===== src/rtl/instr_queue_pkg.sv =====
// Shared types for the fetch/decode instruction queue.
package instr_queue_pkg;

  localparam logic [31:0] NOP = 32'h00000013;

  typedef struct packed {
    logic [31:0] pc;
    logic [31:0] instr;
  } iq_entry_t;

  typedef enum logic {
    RUN     = 1'b0,
    DISCARD = 1'b1
  } iq_state_t;

endpackage


===== src/rtl/instr_queue.sv =====
// Fetch-to-decode decoupling queue: circular buffer of {pc, instr}, flush on
// taken branch with drop of one stale in-flight response, gap-free order tag.
module instr_queue
  import instr_queue_pkg::*;
#(
  parameter int DEPTH = 4
) (
  input  logic                     clk,
  input  logic                     rst,
  input  logic                     imem_resp,
  input  logic [31:0]              imem_rdata,
  input  logic [31:0]              resp_pc,
  input  logic                     imem_pending,
  input  logic                     flush,
  input  logic                     deq,
  output logic                     iq_valid,
  output logic [31:0]              iq_instr,
  output logic [31:0]              iq_pc,
  output logic [63:0]              iq_order,
  output logic                     iq_full,
  output logic [$clog2(DEPTH):0]   iq_count
);

  localparam int PW = $clog2(DEPTH);
  localparam int CW = PW + 1;

  iq_state_t       r_state, w_state_nxt;
  iq_entry_t       r_mem [DEPTH];
  logic [PW-1:0]   r_head, r_tail;
  logic [CW-1:0]   r_count;
  logic [63:0]     r_order;

  logic w_run, w_full, w_valid, w_enq, w_deq;

  assign w_full  = (r_count == CW'(DEPTH));
  assign w_valid = (r_count != '0);

  // flush outranks both enqueue and dequeue in the same cycle
  assign w_enq = imem_resp && w_run && !flush && (!w_full || deq);
  assign w_deq = deq && w_valid && !flush;

  always_ff @(posedge clk) begin
    if (rst) r_state <= RUN;
    else     r_state <= w_state_nxt;
  end

  always_comb begin
    w_state_nxt = r_state;
    case (r_state)
      RUN:     if (flush && imem_pending && !imem_resp) w_state_nxt = DISCARD;
      DISCARD: if (!flush && imem_resp)                 w_state_nxt = RUN;
      default: w_state_nxt = RUN;
    endcase
  end

  always_comb begin
    w_run = (r_state == RUN);
  end

  always_ff @(posedge clk) begin
    if (rst) begin
      r_head  <= '0;
      r_tail  <= '0;
      r_count <= '0;
      r_order <= '0;
    end else if (flush) begin
      r_head  <= '0;
      r_tail  <= '0;
      r_count <= '0;
    end else begin
      if (w_enq) r_tail <= r_tail + PW'(1);
      if (w_deq) begin
        r_head  <= r_head + PW'(1);
        r_order <= r_order + 64'd1;
      end
      case ({w_enq, w_deq})
        2'b10:   r_count <= r_count + CW'(1);
        2'b01:   r_count <= r_count - CW'(1);
        default: r_count <= r_count;
      endcase
    end
  end

  always_ff @(posedge clk) begin
    if (w_enq) r_mem[r_tail] <= '{pc: resp_pc, instr: imem_rdata};
  end

  assign iq_valid = w_valid;
  assign iq_instr = w_valid ? r_mem[r_head].instr : NOP;
  assign iq_pc    = w_valid ? r_mem[r_head].pc    : 32'h0;
  assign iq_order = r_order;
  assign iq_full  = w_full;
  assign iq_count = r_count;

`ifndef SYNTHESIS
  // a response while full with no dequeue means fetch ignored iq_full
  a_no_overflow: assert property (@(posedge clk) disable iff (rst)
    !(imem_resp && w_run && !flush && w_full && !deq));
`endif

endmodule


===== config.mk =====
export PLATFORM = sky130hd
export DESIGN_NAME = instr_queue
export DESIGN_NICKNAME = d
export VERILOG_FILES = /design/src/rtl/instr_queue_pkg.sv /design/src/rtl/instr_queue.sv
export SDC_FILE = /design/constraint.sdc
export NUM_CORES = 1
export LEC_CHECK = 0
export BUFFER_PORTS_ARGS = -buffer_cell sky130_fd_sc_hd__buf_2
export CAP_MARGIN = 30
export CORE_MARGIN = 8
export CORE_UTILIZATION = 51
export CTS_CLUSTER_SIZE = 12
export DETAILED_ROUTE_END_ITERATION = 7
export GPL_ROUTABILITY_DRIVEN = 0
export PLACE_DENSITY = 0.78
export SKIP_LAST_GASP = 1
export SLEW_MARGIN = 20
export SYNTH_ARGS = -nofsm -noshare
export SYNTH_HDL_FRONTEND = slang
export SYNTH_SLANG_ARGS = --single-unit

===== constraint.sdc =====
create_clock -name clk -period 3.3 [get_ports clk]
set_input_delay 0.165 -clock clk [delete_from_list [all_inputs] [get_ports clk]]
set_output_delay 0.165 -clock clk [all_outputs]
set_load 0.05 [all_outputs]

# [Word level (Yosys, flattened, before mapping)]
# Memories as Yosys holds them, arrays and structs flattened. A register that Yosys moved wholly into a read port is not among the register bits.
# Cells that the tools add are included.
[classes] n_addsub=5 eq_ne=3 muxes=10 bitwise_logic=2 reduce_logical=16
[ops] cell="$add A64 B1 Y64 const B" n=1
[ops] cell="$mux W32" n=2
[ops] cell="$logic_and A1 B1 Y1" n=8
[ops] cell="$pmux W3 S2" n=1
[ops] cell="$add A2 B1 Y2 const B" n=2
[ops] cell="$mux W1" n=4
[ops] cell="$mux W2" n=2
[ops] cell="$add A3 B1 Y3 const B" n=1
[ops] cell="$eq A3 B3 Y1 const B" n=1
[ops] cell="$logic_not A1 Y1" n=3
[ops] cell="$reduce_bool A3 Y1" n=1
[ops] cell="$sub A3 B1 Y3 const B" n=1
[ops] cell="$eq A2 B1 Y1 const B" n=1
[ops] cell="$eq A2 B2 Y1 const B" n=1
[ops] cell="$not A1 Y1" n=2
[ops] cell="$pmux W1 S2" n=1
[ops] cell="$reduce_and A2 Y1" n=1
[ops] cell="$reduce_bool A2 Y1" n=1
[ops] cell="$reduce_or A2 Y1" n=1
[ops] cell="$logic_or A1 B1 Y1" n=1
[word_totals] register_bits=72 mem_bits_rw=256 in_bits=70 elab_cells=42 memories=1
[memory_table] memory="r_mem" words=4 width=64 rd=1 rd_clocked_by_memory_dff=1 wr=1 line_no="instr_queue.sv:28" rtl="iq_entry_t r_mem [DEPTH];"

# [Depth between registers and ports, before layout]
# Gate-level depths: netlist of the first run.
[logic_depth] word_depth=6 mapped_depth=10 ltp_nobuf=10

# [Worst setup path before layout of the first run]
# No wires, ideal clock.
[synth_path] path_type="reg2reg" from="reg r_count[0] (netlist: iq_count[0])" to="mem r_mem[1][0] (netlist bit), enable pin" setup_time_ns=0.429 arrival_time_ns=3.504 t_required_ns=2.871 slack_ns=-0.633 stages_incl_launch_ff=5 period_less_slack_ns=3.933 path_cell_list="dfxtp_1 inv_1 and3_1 a2111oi_2 and2_1"
[synth_between] elab_chain_len=6
[synth_rtl] element="start, declared" line_no="instr_queue.sv:30" rtl="logic [CW-1:0] r_count;"
[synth_rtl] element="start signal, assigned" line_no="instr_queue.sv:77" rtl="2'b10: r_count <= r_count + CW'(1);"
[synth_rtl] element="start signal, assigned" line_no="instr_queue.sv:78" rtl="2'b01: r_count <= r_count - CW'(1);"
[synth_rtl] element="start signal, assigned" line_no="instr_queue.sv:79" rtl="default: r_count <= r_count;"
[synth_rtl] element="$eq A3 B3 Y1" line_no="instr_queue.sv:35" rtl="assign w_full = (r_count == CW'(DEPTH));"
[synth_rtl] element="net iq_full" line_no="instr_queue.sv:20" rtl="output logic iq_full,"
[synth_rtl] element="$logic_not A1 Y1" line_no="instr_queue.sv:39" rtl="assign w_enq = imem_resp && w_run && !flush && (!w_full || deq);"
[synth_rtl] element="$logic_or A1 B1 Y1" line_no="instr_queue.sv:39"
[synth_rtl] element="$logic_and A1 B1 Y1" line_no="instr_queue.sv:39"
[synth_rtl] element="$mux W1" line_no="instr_queue.sv:85" rtl="if (w_enq) r_mem[r_tail] <= '{pc: resp_pc, instr: imem_rdata};"
[synth_rtl] element="$mux W1 (not written as such)" line_no="instr_queue.sv:85"
[synth_rtl] element="end, declared" line_no="instr_queue.sv:28"
# The timed path passes the listed nets, and every way through them passes these cells.

# [Worst setup path in the final report of the first run]
[layout_path] from="reg r_count[2] (netlist: iq_count[2])" to="out iq_instr[23]"
[layout_between] elab_chain_len=2
[layout_rtl] element="$reduce_bool A3 Y1" line_no="instr_queue.sv:36" rtl="assign w_valid = (r_count != '0);"
[layout_rtl] element="$mux W32" line_no="instr_queue.sv:89" rtl="assign iq_instr = w_valid ? r_mem[r_head].instr : NOP;"
[layout_rtl] element="end, declared" line_no="instr_queue.sv:17" rtl="output logic [31:0] iq_instr,"
# No other way between the ends.

==> results.txt, run 1 <==
Crit path cell chain - nor3_1 -> inv_2 -> buf_12 -> and2_1 -> buf_2
Total Wirelength - 30,680 µm
Yosys cell types - 38
Row Count - 59
Post-CTS Setup Bufs - 0
Util after Layout - 63.94%
Post-cts sizing count - 0
Area of the multi-input gates - 3815 µm²
Setup TNS - 0 ns
Startpoint Class - flop
CTS root buffer - clkbuf_16
Global-route wire length before repair - 46,110 µm
Sink Count - 330
Fmax - 351.6 MHz
Delay of the slowest critical-path stage - 0.66 ns
Vias per inst - 5.672
Remaining DRCs - 0
Unrepaired setup endpoints after global routing - no
Die H - 176.7 µm
Leak - 5.835 nW
Vias in the first global route - 8,436
Drt first pass iters - 5
PwrDens - 521.3 nW/µm²
Outcome - finished, final reports clean
Final period util - 86.18%
DP HPWL - 19,170 µm
Die ar. - 31,210 µm²
Final nets - 1,204
DR WL/cell - 20.71 µm
Max_slew headroom - 47.05%
Fin crit period - 2.844 ns
TritonCTS clock tree - done
Syn Area/Cell - 15.82 µm²
Effective utilization at floorplan - 51.25%
Setup-failing EPs final - 0
Area of the mapped netlist - 13,170 µm²
Via count - 8,400
Worst EP arrival - 2.68 ns
Cells on worst reg2reg path - 11
DRT iter0 DRCs - 612
Final Slew Violations - 0
Post-Layout Cell Count - 1,481
H-tree depth - 2
Syn_nets - 909
Core area - 25,690 µm²
Max FO, Critical Path - 37
Total gr overflow - 0
WS Path Type - reg2out
Data required, critical path - 3.13 ns
Post-placement cell count - 1,359
Post-synthesis sequential area ratio - 69.64%
Layout cells sized above 1 - 30.71%
Seq cells post-synth - 330
Skew-Pair Late Insertion Delay - 0.51 ns
Crit-path slowest cell - nor3_1
Port bufs - 202
VDD IR-drop max - 0.5294 mV
Worst-path clk slew - 0.06 ns
Max clock buf depth - 3
Synth Instances - 832
Critical Path End Type - output pin
Top Ports - 203
Fillers - 1,799
Post-synth top area share - 58.39%
Hold Crit Class - in2reg
RR Startpoint - iq_count[0]$_SDFFE_PP0P_
Sequential Area - 9176 µm²
Die Wd - 176.7 µm
Worst reg2reg setup slack - 0.92 ns
Reg-to-Reg End - iq_count[2]$_SDFFE_PP0P_
Inserted Clock Buffers - 35
Synthesis warning total - 0
Final Hold Fails - 0
Crit path to - iq_instr[23]
Largest net degree at the start of global routing - 43
DRT antenna net count - 0
Area contributors post-synth - edfxtp_1 58%, dfxtp_1 11%, mux4_2 11%
Overall Power - 0.008563 W
Initial antenna violation count - 3
Number of max-cap violations - 0
Area growth, synth to finish - 24.76%
Synth area leader - edfxtp_1
Critical path startpoint - iq_count[2]$_SDFFE_PP0P_
GR Util All Layers - 18.62%
Least-Margin Pin Slew - 0.7870 ns
Final Skew - 0.02326 ns
[per-layer routing]
layer	GRT usage [%]	share of wire, %
met2	32.02	51
met4	4.939	1.5
met1	23.44	40
met3	4.310	7.7
met5	0	0
[power by group]
group	switching, W	internal [W]
registers	0.0000169	0.00453
logic	0.000259	0.000174
clock network	0.00150	0.00208
[worst max-delay path: cells and delay by family (launching register included)]
family / cells / cell delay, ns
AND/OR/NAND/NOR: 2 / 0.85
flip-flops: 1 / 0.35
buffers and inverters: 3 / 0.96
[synth_stat cells]
cell,n
edfxtp_1,256
inv_1,14
a21bo_2,1
a21oi_1,37
o31ai_1,6
and4_1,5
and3_1,7
nand2_1,25
ha_1,6
xor2_1,25
fa_1,1
nor3b_1,1
nor2b_1,2
or2_2,5
or4_1,6
nand4_1,33
nor4_2,1
nor2_1,49
nand4_2,1
xnor2_1,10
buf_1,3
nor4_1,6
mux4_2,64
nor3_1,5
dfxtp_1,74
or4b_1,1
clkbuf_1,25
mux2i_1,1
nand3_1,26
a2111oi_2,1
and2_1,67
nand3b_1,2
o21ai_1,2
or3_1,25
nand4b_1,2
buf_2,7
nor4_4,2
o21ai_0,28
[registers in the layout, summed over array words and instances (netlist names), named ones only]
| name | flops |
|---|---|
| r_mem | 256 |
| r_state | 1 |
| iq_order | 64 |
| iq_count | 3 |
| r_tail | 2 |
| r_head | 2 |
[worst min-delay path by stage]
stage	slack, ns	to	cells past startpoint	startpoint
5_1_grt	0.10	iq_order[1]$_SDFFE_PP0P_	3	flush
3_5_place_dp	0.38	r_mem[2][21]$_DFFE_PP_	1	imem_rdata[21]
3_3_place_gp	0.38	r_mem[2][30]$_DFFE_PP_	1	imem_rdata[30]
2_1_floorplan	0.26	r_mem[0][0]$_DFFE_PP_	0	imem_rdata[0]
6_report	0.11	r_head[1]$_SDFFE_PP0P_	4	deq
4_1_cts	0.08	iq_order[1]$_SDFFE_PP0P_	3	flush
[stage by stage]
stage	hold slack (ns)	instance area (µm²)	setup slack (ns)
after global routing	0.1013	16430	0.3212
after detailed placement	0.3835	14740	0.9322
after CTS	0.07978	16420	0.3967
final	0.1054	16430	0.4561
after global placement	0.3779	14720	0.8027
after floorplan	0.2639	13170	0.03794
[cell usage in the layout, fill, tap and decap left out, types with 33 or more instances in the layout]
cell	instances
dlygate4sd3_1	66
nor2_1	49
buf_2	202
nand4_1	33
clkbuf_16	36
and2_1	63
edfxtp_1	256
dfxtp_1	72
a21oi_1	37
mux4_2	64
[cell families after synthesis]
logic type	share of synthesized area, %
DFF	69.64
and+or+nand+nor	11.75
AOI/OAI and AO/OA	3.079
muxes	11.02
buffers and inverters	1.463
xor gates and xnor gates	2.328
adders and majority gates	0.7222
[layout make-up]
type	instances	area share, %
clock buffer	45	5.751
antenna	3	0.04570
clock inverter	8	0.4647
timing repair buffer	293	11.78
multi-input combinational	453	23.23
inverter	14	0.3199
sequential	330	55.87
tap	335	2.552
[what timing repair did]
action,CTS,global route
endpoints found under the setup margin,0,0
endpoints found under the hold margin,257,0
hold buffers,66,0
(Power assumes the default switching activity.)
==> run 2, diff against run 1 <==
--- a/config.mk
+++ b/config.mk
@@ -12,6 +12,7 @@
 export CTS_CLUSTER_SIZE = 12
 export DETAILED_ROUTE_END_ITERATION = 7
 export GPL_ROUTABILITY_DRIVEN = 0
+export MAX_ROUTING_LAYER = met4
 export PLACE_DENSITY = 0.78
 export SKIP_LAST_GASP = 1
 export SLEW_MARGIN = 20
==> run 2 against run 1 <==
Against the previous run: global-route usage rose by 0.56 points; register-to-register slack hardly changed; final cell count unchanged; routed wire length is 0.22% lower; critical path depth unchanged; cell area is the same; sequential power is essentially flat; worst hold slack lost 0.0011 ns; power about the same; combinational power hardly changed; die area stayed put; clock power hardly changed; critical path type unchanged; largest cell class unchanged; largest power group unchanged; highest routed layer unchanged.
==> results.txt, run 2 (synthesis results as in run 1) <==
Final Skew - 0.02107 ns (-0.002192 ns)
Initial antenna violation count - 3 (unchanged)
Max clock buf depth - 3 (unchanged)
Worst EP arrival - 2.67 ns (about the same)
Via count - 8,388 (-0.14%)
Final nets - 1,204 (unchanged)
Max reg flops - 256 (unchanged)
Data required, critical path - 3.13 ns (about the same)
Die ar. - 31,210 µm² (unchanged)
Die H - 176.7 µm (unchanged)
Global-route wire length before repair - 46,080 µm (about the same)
Die Wd - 176.7 µm (unchanged)
Max FO, Critical Path - 37 (unchanged)
Sequential Power Share - 53.1% (about the same)
Max_slew headroom - 46.62% (-0.43 points)
Sequential Area - 9176 µm² (unchanged)
Hold Crit Class - in2reg
Sink Count - 330 (unchanged)
Crit path cell chain - nor3_1 -> inv_2 -> buf_12 -> and2_1 -> buf_2
Clock power share - 41.9% (about the same)
Total Wirelength - 30,610 µm (-0.22%)
Biggest register - r_mem
Critical Path End Type - output pin
Area growth, synth to finish - 24.76% (unchanged)
Layout cells sized above 1 - 30.71% (unchanged)
DRT antenna net count - 0 (unchanged)
Psw - 0.001775 W (-0.25%)
WS Path Type - reg2out
Logic pwr share - 5.1% (about the same)
Drt first pass iters - 5 (unchanged)
DR WL/cell - 20.67 µm (-0.22%)
Final Hold Fails - 0 (unchanged)
Skew-Pair Late Insertion Delay - 0.51 ns (about the same)
Effective utilization at floorplan - 51.25% (unchanged)
VDD IR-drop max - 0.5326 mV (+0.61%)
Setup WS post-layout - 0.4650 ns (+0.008916 ns)
Most frequent cells in the layout - 256 x edfxtp_1, 202 x buf_2, 72 x dfxtp_1
Fillers - 1,799 (unchanged)
Sw frac - 20.74% (-0.042 points)
Startpoint Class - flop
Delay of the slowest critical-path stage - 0.65 ns (about the same)
Final period util - 85.91% (-0.27 points)
Worst-path clk slew - 0.05 ns (about the same)
Core area - 25,690 µm² (unchanged)
Number of max-cap violations - 0 (unchanged)
Inserted Clock Buffers - 35 (unchanged)
Remaining DRCs - 0 (unchanged)
CTS root buffer - clkbuf_16
TritonCTS clock tree - done
Outcome - finished, final reports clean
DRT iter0 DRCs - 564 (-7.8%)
Setup-failing EPs final - 0 (unchanged)
Gr busiest metal - met2
Top Ports - 203 (unchanged)
Fin crit period - 2.835 ns (-0.008916 ns)
Setup WS pre-CTS - 0.9322 ns (unchanged)
Post-Layout Cell Count - 1,481 (unchanged)
Most common cell after layout, fill and taps aside - edfxtp_1
Largest net degree at the start of global routing - 43 (unchanged)
H-tree depth - 2 (unchanged)
Post-placement cell count - 1,359 (unchanged)
GR Layer Usage met1 - 23.72% (+0.28 points)
Area of the multi-input gates - 3815 µm² (unchanged)
Unrepaired setup endpoints after global routing - no
Setup TNS - 0 ns (unchanged)
Total gr overflow - 0 (unchanged)
PwrDens - 521.0 nW/µm² (about the same)
GR Util All Layers - 19.18% (+0.56 points)
Vias in the first global route - 8,442 (+0.071%)
Least-Margin Pin Slew - 0.7934 ns (+0.006420 ns)
Final Slew Violations - 0 (unchanged)
Crit path max-delay family - buffers and inverters
Port bufs - 202 (unchanged)
Met3 Use GR - 3.926% (-0.38 points)
DP HPWL - 19,170 µm (unchanged)
Fmax - 352.7 MHz (+0.31%)
Met2 usage - 31.99% (about the same)
Number of buffers and inverters on the critical path - 3 (unchanged)
Row Count - 59 (unchanged)
Crit-path slowest cell - nor3_1
Leak - 5.835 nW (unchanged)
Pint - 0.006784 W (about the same)
Vias per inst - 5.664 (-0.14%)
run 2: timing repair:
item	4_1_cts	5_1_grt
hold buffers	66	0
resized for setup	0	0
setup endpoints to repair	0	0
setup buffers	0	0
hold endpoints to repair	257	0
run 2: area by class of cell:
cell class              count  share of cell area [%]
diodes                      3                 0.04570
clock buffers              45                   5.751
clock inverters             8                  0.4647
inverters                  14                  0.3199
multi-input cells         453                   23.23
flip-flops and latches    330                   55.87
well taps                 335                   2.552
repair buffers            293                   11.78
run 2: stage by stage:
stage | power, W | area [µm²] | utilization (%) | hold WS, ns
CTS | 0.008601 | 16420 | 63.91 | 0.07978
global placement | 0.004980 | 14720 | 57.29 | 0.3779
global route | 0.008808 | 16430 | 63.94 | 0.1013
finish | 0.008559 | 16430 | 63.94 | 0.1043
floorplan | 0.004843 | 13170 | - | 0.2639
detailed placement | 0.004996 | 14740 | 57.36 | 0.3835
run 2: worst paths after layout:
kind | startpoint | to | slack [ns] | cells after the start
setup / recovery | iq_count[2]$_SDFFE_PP0P_ | iq_instr[23] | 0.47 | 5
hold / removal | deq | r_head[1]$_SDFFE_PP0P_ | 0.10 | 4
setup reg to reg | iq_count[0]$_SDFFE_PP0P_ | iq_count[2]$_SDFFE_PP0P_ | 0.91 | 11
hold reg to reg | iq_order[51]$_SDFFE_PP0P_ | iq_order[51]$_SDFFE_PP0P_ | 0.50 | 2
run 2: power groups by stage:
stage	logic, W	registers [W]	clock network, W
final	0.000432	0.00454	0.00358
after global placement	0.000354	0.00463	0
after detailed placement	0.000366	0.00463	0
after CTS	0.000430	0.00454	0.00363
after floorplan	0.000213	0.00463	0
after global routing	0.000460	0.00455	0.00380
run 2: worst register-to-register path: stages, from the launching register on:
cell and delay [ns]:
dfxtp_1 0.40, inv_1 0.10, and3_1 0.20, a2111oi_2 0.36, buf_4 0.21, inv_1 0.05
ha_1 0.22, inv_1 0.07, fa_1 0.18, xor2_1 0.07, or3_1 0.31, a21oi_1 0.15
run 2: layer usage:
layer	part of all wire (%)	wire, µm	up-vias
met1	40	12240	4212
li1	-	-	3817
met4	1.4	433	0
met5	0	0	-
met2	51	15650	323
met3	7.4	2277	36
